## config.mk

```make
export PLATFORM = sky130hd
export DESIGN_NAME = serv_dbg_decode_flat
export DESIGN_NICKNAME = d
export VERILOG_FILES = /design/src/rtl/serv_dbg_decode_if.sv /design/src/rtl/serv_dbg_decode.sv /design/src/flat_wrapper.sv
export SDC_FILE = /design/constraint.sdc
export NUM_CORES = 1
export LEC_CHECK = 0
export ABC_AREA = 1
export BUFFER_PORTS_ARGS = -buffer_cell sky130_fd_sc_hd__buf_4
export CORE_AREA = 4 4 85 87
export CTS_CLUSTER_SIZE = 8
export DETAILED_ROUTE_END_ITERATION = 16
export DIE_AREA = 0 0 89 91
export PLACE_DENSITY = 0.88
export SETUP_SLACK_MARGIN = 0.02
export SLEW_MARGIN = 20
export SYNTH_ARGS = -nofsm -noshare
export SYNTH_HDL_FRONTEND = slang
export SYNTH_SLANG_ARGS = --single-unit
```

## constraint.sdc

```tcl
create_clock -name clk -period 2.8 [get_ports clk]
set_clock_uncertainty 0.1 [all_clocks]
set_input_delay 0.56 -clock clk [delete_from_list [all_inputs] [get_ports clk]]
set_output_delay 0.56 -clock clk [all_outputs]
set_load 0.02 [all_outputs]
```

## src/rtl/serv_dbg_decode_if.sv

```systemverilog
// Fetch/decode handshake bundle: ibus push side plus the decode-facing head instruction.
// master = fetch/core side driving words and retire strobes; slave = serv_dbg_decode.
interface serv_dbg_decode_if;
  logic [31:0] i_wb_rdt;
  logic        i_wb_en;
  logic        o_ibus_ready;
  logic        i_flush;
  logic        i_cnt_done;
  logic        o_valid;
  logic [31:0] o_insn;
  logic        o_inject;

  modport master (
    output i_wb_rdt, i_wb_en, i_flush, i_cnt_done,
    input  o_ibus_ready, o_valid, o_insn, o_inject
  );

  modport slave (
    input  i_wb_rdt, i_wb_en, i_flush, i_cnt_done,
    output o_ibus_ready, o_valid, o_insn, o_inject
  );
endinterface

```

## src/rtl/serv_dbg_decode.sv

```systemverilog
// Debug-aware instruction queue + debug-mode FSM; SERV_DBG_STEP_EN adds single-step (STEP state).
// Push->o_valid in 1 cycle; o_ibus_ready low while full (extra words dropped); head held until i_cnt_done.
module serv_dbg_decode #(
  parameter int DEPTH       = 2,
  parameter int SYNC_STAGES = 2
) (
  input  logic                 clk,
  input  logic                 i_rst,
  serv_dbg_decode_if.slave     bus,
  input  logic                 i_dbg_halt,
  input  logic                 i_dbg_step,
  output logic                 o_dbg_mode,
  output logic [2:0]           o_dbg_cause
);

  localparam int CW = $clog2(DEPTH + 1);
  localparam int PW = (DEPTH > 1) ? $clog2(DEPTH) : 1;
  localparam logic [CW-1:0] FULL   = CW'(DEPTH);
  localparam logic [PW-1:0] LAST   = PW'(DEPTH - 1);
  localparam logic [31:0]   EBREAK = 32'h0010_0073;
  localparam logic [31:0]   DRET   = 32'h7b20_0073;

  typedef enum logic [1:0] {
    S_RUN,
    S_ENTER,
    S_DEBUG
`ifdef SERV_DBG_STEP_EN
    , S_STEP
`endif
  } state_t;

  state_t      state_q, state_d;
  logic [2:0]  pend_q, pend_d;
  logic [2:0]  cause_q, cause_d;

  logic [31:0]   mem_q [DEPTH];
  logic [PW-1:0] wr_ptr_q, wr_ptr_d;
  logic [PW-1:0] rd_ptr_q, rd_ptr_d;
  logic [CW-1:0] count_q, count_d;

  logic        halt_s;
  logic        not_empty;
  logic        inject;
  logic        push;
  logic        pop;
  logic        retire;
  logic [31:0] head;

  // Halt request arrives from another clock domain.
  generate
    if (SYNC_STAGES == 0) begin : g_nosync
      assign halt_s = i_dbg_halt;
    end else begin : g_sync
      logic [SYNC_STAGES-1:0] sync_q;
      always_ff @(posedge clk) begin
        if (i_rst) begin
          sync_q <= '0;
        end else begin
          sync_q[0] <= i_dbg_halt;
          for (int i = 1; i < SYNC_STAGES; i++) sync_q[i] <= sync_q[i-1];
        end
      end
      assign halt_s = sync_q[SYNC_STAGES-1];
    end
  endgenerate

`ifndef SERV_DBG_STEP_EN
  logic unused_step;
  assign unused_step = i_dbg_step;
`endif

  assign not_empty = (count_q != '0);
  assign inject    = (state_q == S_ENTER);
  assign head      = mem_q[rd_ptr_q];
  // The injected ebreak never consumes a queue entry.
  assign push      = bus.i_wb_en & bus.o_ibus_ready & ~bus.i_flush;
  assign pop       = bus.i_cnt_done & bus.o_valid & ~inject;
  assign retire    = bus.i_cnt_done & not_empty;

  assign bus.o_ibus_ready = (count_q != FULL);
  assign bus.o_valid      = not_empty | inject;
  assign bus.o_inject     = inject;
  assign bus.o_insn       = inject ? EBREAK : (not_empty ? head : '0);
  assign o_dbg_mode       = (state_q == S_DEBUG);
  assign o_dbg_cause      = cause_q;

  always_comb begin
    wr_ptr_d = wr_ptr_q;
    rd_ptr_d = rd_ptr_q;
    count_d  = count_q;
    if (bus.i_flush) begin
      wr_ptr_d = '0;
      rd_ptr_d = '0;
      count_d  = '0;
    end else begin
      if (push) wr_ptr_d = (wr_ptr_q == LAST) ? '0 : wr_ptr_q + 1'b1;
      if (pop)  rd_ptr_d = (rd_ptr_q == LAST) ? '0 : rd_ptr_q + 1'b1;
      case ({push, pop})
        2'b10:   count_d = count_q + 1'b1;
        2'b01:   count_d = count_q - 1'b1;
        default: count_d = count_q;
      endcase
    end
  end

  always_ff @(posedge clk) begin
    if (push) mem_q[wr_ptr_q] <= bus.i_wb_rdt;
  end

  always_comb begin
    state_d = state_q;
    pend_d  = pend_q;
    cause_d = cause_q;
    case (state_q)
      S_RUN: begin
        if (retire && head == EBREAK) begin
          state_d = S_DEBUG;
          cause_d = 3'd1;
        end else if (halt_s && (!not_empty || bus.i_cnt_done)) begin
          state_d = S_ENTER;
          pend_d  = 3'd3;
        end
      end
      S_ENTER: begin
        if (bus.i_cnt_done) begin
          state_d = S_DEBUG;
          cause_d = pend_q;
        end
      end
      S_DEBUG: begin
        if (retire && head == DRET) begin
`ifdef SERV_DBG_STEP_EN
          state_d = i_dbg_step ? S_STEP : S_RUN;
`else
          state_d = S_RUN;
`endif
        end
      end
`ifdef SERV_DBG_STEP_EN
      S_STEP: begin
        // A pending halt outranks the step as the recorded cause.
        if (retire) begin
          state_d = S_ENTER;
          pend_d  = halt_s ? 3'd3 : 3'd4;
        end else if (halt_s && !not_empty) begin
          state_d = S_ENTER;
          pend_d  = 3'd3;
        end
      end
`endif
      default: state_d = S_RUN;
    endcase
  end

  always_ff @(posedge clk) begin
    if (i_rst) begin
      state_q  <= S_RUN;
      pend_q   <= '0;
      cause_q  <= '0;
      wr_ptr_q <= '0;
      rd_ptr_q <= '0;
      count_q  <= '0;
    end else begin
      state_q  <= state_d;
      pend_q   <= pend_d;
      cause_q  <= cause_d;
      wr_ptr_q <= wr_ptr_d;
      rd_ptr_q <= rd_ptr_d;
      count_q  <= count_d;
    end
  end

endmodule

```

## src/flat_wrapper.sv

```systemverilog
// flat-port wrapper written by rule: the top's interface ports become plain ports
module serv_dbg_decode_flat 
#(
  parameter int DEPTH       = 2,
  parameter int SYNC_STAGES = 2
)
  (clk, i_rst, i_dbg_halt, i_dbg_step, o_dbg_mode, o_dbg_cause, bus_i_wb_rdt, bus_i_wb_en, bus_i_flush, bus_i_cnt_done, bus_o_ibus_ready, bus_o_valid, bus_o_insn, bus_o_inject);
  serv_dbg_decode_if bus_i ();
  input  logic clk;
  input  logic i_rst;
  input  logic i_dbg_halt;
  input  logic i_dbg_step;
  output logic o_dbg_mode;
  output logic [2:0] o_dbg_cause;
  input wire logic [$bits(bus_i.i_wb_rdt)-1:0] bus_i_wb_rdt;
  input wire logic [$bits(bus_i.i_wb_en)-1:0] bus_i_wb_en;
  input wire logic [$bits(bus_i.i_flush)-1:0] bus_i_flush;
  input wire logic [$bits(bus_i.i_cnt_done)-1:0] bus_i_cnt_done;
  output wire logic [$bits(bus_i.o_ibus_ready)-1:0] bus_o_ibus_ready;
  output wire logic [$bits(bus_i.o_valid)-1:0] bus_o_valid;
  output wire logic [$bits(bus_i.o_insn)-1:0] bus_o_insn;
  output wire logic [$bits(bus_i.o_inject)-1:0] bus_o_inject;
  assign bus_i.i_wb_rdt = bus_i_wb_rdt;
  assign bus_i.i_wb_en = bus_i_wb_en;
  assign bus_i.i_flush = bus_i_flush;
  assign bus_i.i_cnt_done = bus_i_cnt_done;
  assign bus_o_ibus_ready = bus_i.o_ibus_ready;
  assign bus_o_valid = bus_i.o_valid;
  assign bus_o_insn = bus_i.o_insn;
  assign bus_o_inject = bus_i.o_inject;
  serv_dbg_decode #(.DEPTH(DEPTH), .SYNC_STAGES(SYNC_STAGES)) u_core (.clk(clk), .i_rst(i_rst), .bus(bus_i), .i_dbg_halt(i_dbg_halt), .i_dbg_step(i_dbg_step), .o_dbg_mode(o_dbg_mode), .o_dbg_cause(o_dbg_cause));
endmodule
```

### Word-level counts from Yosys, hierarchy flattened

Memory sizes are Yosys's and may differ from the RTL's. A register that Yosys moved wholly into a read port is not among the register bits.
Cells that the tools add are included.
Widths: inputs -> output; s select.

* mux-type cells: 17
* reductions and logical operators: 13
* equal/unequal tests: 11
* bitwise operators: 9
* $add $sub $neg: 4

Operator list (count)
* $mux 32: 2
* $eq 32x21->1 const B: 1
* $eq 32x31->1 const B: 1
* $reduce_and 3->1: 3
* $mux 2: 4
* $mux 1: 6
* $mux 3: 2
* $pmux 2 s3: 1
* $pmux 3 s2: 1
* $reduce_bool 2->1: 3
* $and 1x1->1: 5
* $eq 2x1->1 const B: 2
* $eq 2x2->1 const B: 2
* $ne 2x1->1 const B: 2
* $ne 2x2->1 const B: 2
* $pmux 2 s2: 1
* $logic_and 1x1->1: 3
* $ne 3x1->1 const B: 1
* $not 1->1: 3
* $add 1x1->1 const B: 2
* $add 2x1->2 const B: 1
* $logic_not 2->1: 1
* $reduce_or 2->1: 1
* $sub 2x1->2 const B: 1
* 3 further kinds: 3

* bits in writable memories: 64
* word-level logic and storage cells: 62
* memories: 1
* input port bits: 39
* output and inout port bits: 39
* register bits after elaboration: 12

Memories
* u_core.mem_q: depth 2, bits a word 32, rd ports 1, clocked after Yosys merged registers in 1, write ports 1, line serv_dbg_decode.sv:36 `logic [31:0] mem_q [DEPTH];`

### Depth between registers and ports, before layout

* depth in word-level cells: 7
* gate-level depth with buffers: 15
* depth with buffers taken out: 13

### Least setup slack after synthesis

Ideal clock, no wire load.

* path kind: input-to-reg
* from: input port bus_i_flush
* to: memory u_core.mem_q[0][0] (enable)
* library setup time: 421 ps
* path buffers: 0
* data required time: 2279 ps
* arrival: 2159 ps
* cell stages on the path: 2
* setup slack: 120 ps
* cells stage by stage: nand3b_1 nor2_1

* cells in the longest elaborated chain, start to end: 4

RTL lines
* start, declared: line flat_wrapper.sv:17 `input wire logic [$bits(bus_i.i_flush)-1:0] bus_i_flush;`
* $not 1->1: line serv_dbg_decode.sv:76 `assign push = bus.i_wb_en & bus.o_ibus_ready & ~bus.i_flush;`
* $and 1x1->1: line serv_dbg_decode.sv:76
* $mux 1: line serv_dbg_decode.sv:107 `if (push) mem_q[wr_ptr_q] <= bus.i_wb_rdt;`
* $mux 1 (implied by the code): line serv_dbg_decode.sv:107
* end, declared: line serv_dbg_decode.sv:36

Every way passes these cells.

### Worst setup path in the final report

* from: register u_core.count_q[0]
* to: output port bus_o_insn[7]

* cells in the longest elaborated chain, start to end: 3

RTL lines
* start, declared: line serv_dbg_decode.sv:39 `logic [CW-1:0] count_q, count_d;`
* start signal, assigned: line serv_dbg_decode.sv:169 `count_q <= count_d;`
* $reduce_bool 2->1: line serv_dbg_decode.sv:72 `assign not_empty = (count_q != '0);`
* $mux 32 (2 in a row): line serv_dbg_decode.sv:83 `assign bus.o_insn = inject ? EBREAK : (not_empty ? head : '0);`
* end, declared: line flat_wrapper.sv:21 `output wire logic [$bits(bus_i.o_insn)-1:0] bus_o_insn;`

Every way passes these cells.

==> flow_metrics.tcl <==
set metrics [dict create \
    rows 29 \
    synth_xor_area_share_pct 0 \
    htreeDepth 3 \
    synthCells 344 \
    grt_pass1_vias 2394 \
    grt_overflow_total 0 \
    rrSetupSlack_ps 490 \
    synthMuxAreaShare_pct 0 \
    max-cap-violations 0 \
    synth.top_cells.by_area "edfxtp_1, nand2_1, dfxtp_1" \
    r2r_start "u_core.count_q[0]" \
    required_ps 2140 \
    r2r-end "u_core.count_q[1]" \
    synth_most_common_cell "nand2_1" \
    worst_slack_ps 297 \
    core-area_um2 6350 \
    clk_pin_slew_ps 90 \
    pre_cts_ws_ps 456 \
    diodes 0 \
    period_needed_ps 2500 \
    synth_simple_gate_area_share_pct 21.0 \
    chipWidth_um 89 \
    drive_gt1_share_pct 25.5 \
    drtIter0Drc 94 \
    r2r_cells 11 \
    fp.dieH_um 91 \
    critPathMaxFanout 27 \
    postCtsHoldBufs 0 \
    clockBufferDepth 2 \
    ioPinCount 78 \
    cts_buffers 9 \
    ys_ff_latch 76 \
    cts_tree "built" \
    startpoint_type "register" \
    design_power_total_uw 2310 \
    setup_viol 0 \
    remaining_drc_errors 0 \
    ys_types 29 \
    tightestPinTransition_ps 572 \
    p_per_area_nw_per_um2 554 \
    postCtsSetupBuffers 0 \
    synth_edf_count 64 \
    fmax_ghz 0.400 \
    vdd_drop_max_uv 389 \
    hold_violations 0 \
    cts_root_buffer "clkbuf_8" \
    wire_per_inst_um 13.3 \
    grt_pass1_wl_mm 10.9 \
    synthArstFlopShare_pct 0 \
    stdcell_area_um2 4170 \
    whs_ps 299 \
    syn_nets 384 \
    seq_area_frac_synth_pct 64.6 \
    track_usage_pct 17.7 \
    synthFlopType "edfxtp_1" \
    netlist_area_um2 3350 \
    min_path_cells 1 \
    leakage_uw 0.00186 \
    yosysTopAreaCellShare_pct 57.4 \
    tns_ps 0 \
    antenna_left 0 \
    cts.sinks 76 \
    synth_top_area_cell "edfxtp_1" \
    hp-class "input pin to register" \
    finalNetCount 463 \
    synth.avg_cell_area_um2 9.73 \
    synth_adder_area_share_pct 0.374 \
    synth_top_family_by_area "simple AND/OR/NAND/NOR gates" \
    yosys-top-cells-count "nand2_1, edfxtp_1, nor2_1" \
    drv_slew 0 \
    antenna_found_initial 0 \
    grt_start_max_net_pins 29 \
    rsz0062_at_grt "false" \
    fillCellCount 491 \
    worstSkewPairLatency_ps 340 \
    endpoint_kind "primary output" \
    status "complete, no violations" \
    finalCritPeriodShare_pct 89.4 \
    setup.worst_path.start "u_core.count_q[0]" \
    vias 2429 \
    dp_hpwl_mm 4.84 \
    io_buffers 75 \
    crit_type "register to primary output" \
    synth-compound-area-share_pct 4.86 \
    vias_per_cell 4.81 \
    min_to "u_core.mem_q[0][3]" \
    placed_area_um2 3970 \
    worstHoldStart "bus_i_wb_rdt[3]" \
    drt_wl_total_mm 6.73 \
    start_util_pct 52.7 \
    gp_congestion 0.771 \
    cts_resized 0 \
    worstPathArrival_ps 1840 \
    first_pass_iters 4 \
    max-slew-margin-rel_pct 61.9 \
    die-area_um2 8100 \
    syn2layout_area_growth_pct 24.4 \
    yosys_warnings 0 \
]
==> per-stage QoR <==
| stage | cells | util [%] |
|---|---|---|
| 3_5_place_dp | 489 | 62.5 |
| 3_3_place_gp | 489 | 62.5 |
| 6_report | 505 | 65.6 |
| 5_1_grt | 505 | 65.6 |
| 4_1_cts | 505 | 65.6 |
| 2_1_floorplan | 344 | - |
==> cell usage in the layout, fill, tap and decap left out, types with 2 or more instances in the layout <==
master / synthesis / routed
nand3_1: 3 / 3
nor2_4: 0 / 2
o21ai_0: 4 / 4
buf_4: 1 / 76
inv_1: 49 / 49
clkbuf_8: 0 / 9
clkinv_1: 1 / 2
a21oi_1: 10 / 10
o21a_1: 2 / 2
nand2_2: 4 / 4
nor3_1: 2 / 2
edfxtp_1: 64 / 64
nor2_1: 51 / 49
buf_12: 0 / 2
dfxtp_1: 12 / 11
nor2_2: 3 / 3
nand4_1: 2 / 2
nand2_1: 108 / 108
clkinv_4: 0 / 3
o21ai_2: 3 / 3
o21ai_1: 7 / 7
==> layout make-up <==
class / count / area (µm²) / area share (%)
inverters: 52 / 198 / 4.74
clock buffers: 9 / 124 / 2.97
flip-flops and latches: 76 / 2160 / 51.9
well taps: 77 / 96.3 / 2.31
repair buffers: 78 / 611 / 14.7
multi-input cells: 206 / 898 / 21.6
clock inverters: 7 / 76.3 / 1.83
==> state kept, by name (all words and copies together) (netlist names), named ones only <==
signal                flops
u_core.g_sync.sync_q      2
u_core.rd_ptr_q           1
u_core.mem_q             64
u_core.state_q            2
u_core.count_q            2
u_core.pend_q             1
u_core.wr_ptr_q           1
u_core.o_dbg_cause        2
==> worst max-delay path by stage <==
| stage | end | slack (ps) | cells past startpoint |
|---|---|---|---|
| after floorplan | u_core.mem_q[0][0] | 120 | 2 |
| after global routing | bus_o_insn[31] | 50 | 7 |
| after CTS | bus_o_insn[31] | 230 | 7 |
| after detailed placement | u_core.count_q[1] | 460 | 11 |
| after global placement | u_core.count_q[1] | 600 | 12 |
| final | bus_o_insn[7] | 300 | 7 |
==> report_power, final <==
| part | internal [µW] | total (µW) | switching [µW] |
|---|---|---|---|
| combinational | 89.1 | 214 | 125 |
| clock | 416 | 821 | 405 |
| sequential | 1260 | 1270 | 11.8 |
==> critical path, stage by stage, from the launching register on <==
cell     delay (ps)
dfxtp_1         340
inv_1           100
nand2_1         190
inv_1           160
nor2_1           60
inv_2           350
nor2_1          100
buf_4           180
==> logic make-up after synthesis <==
logic type / after synthesis
DFF: 76
adders and majority gates: 1
other: 1
AOI/OAI and AO/OA: 28
buffers and inverters: 62
and+or+nand+nor: 176
==> metal layers <==
layer  track usage (%)  wire (µm)  up-vias
li1                  -          -     1249
met4              6.58        109        0
met3              4.98        437       10
met2              30.6       3570       62
met5                 0          0        -
met1              20.6       2620     1108
Power figures use the tool's default switching activity.
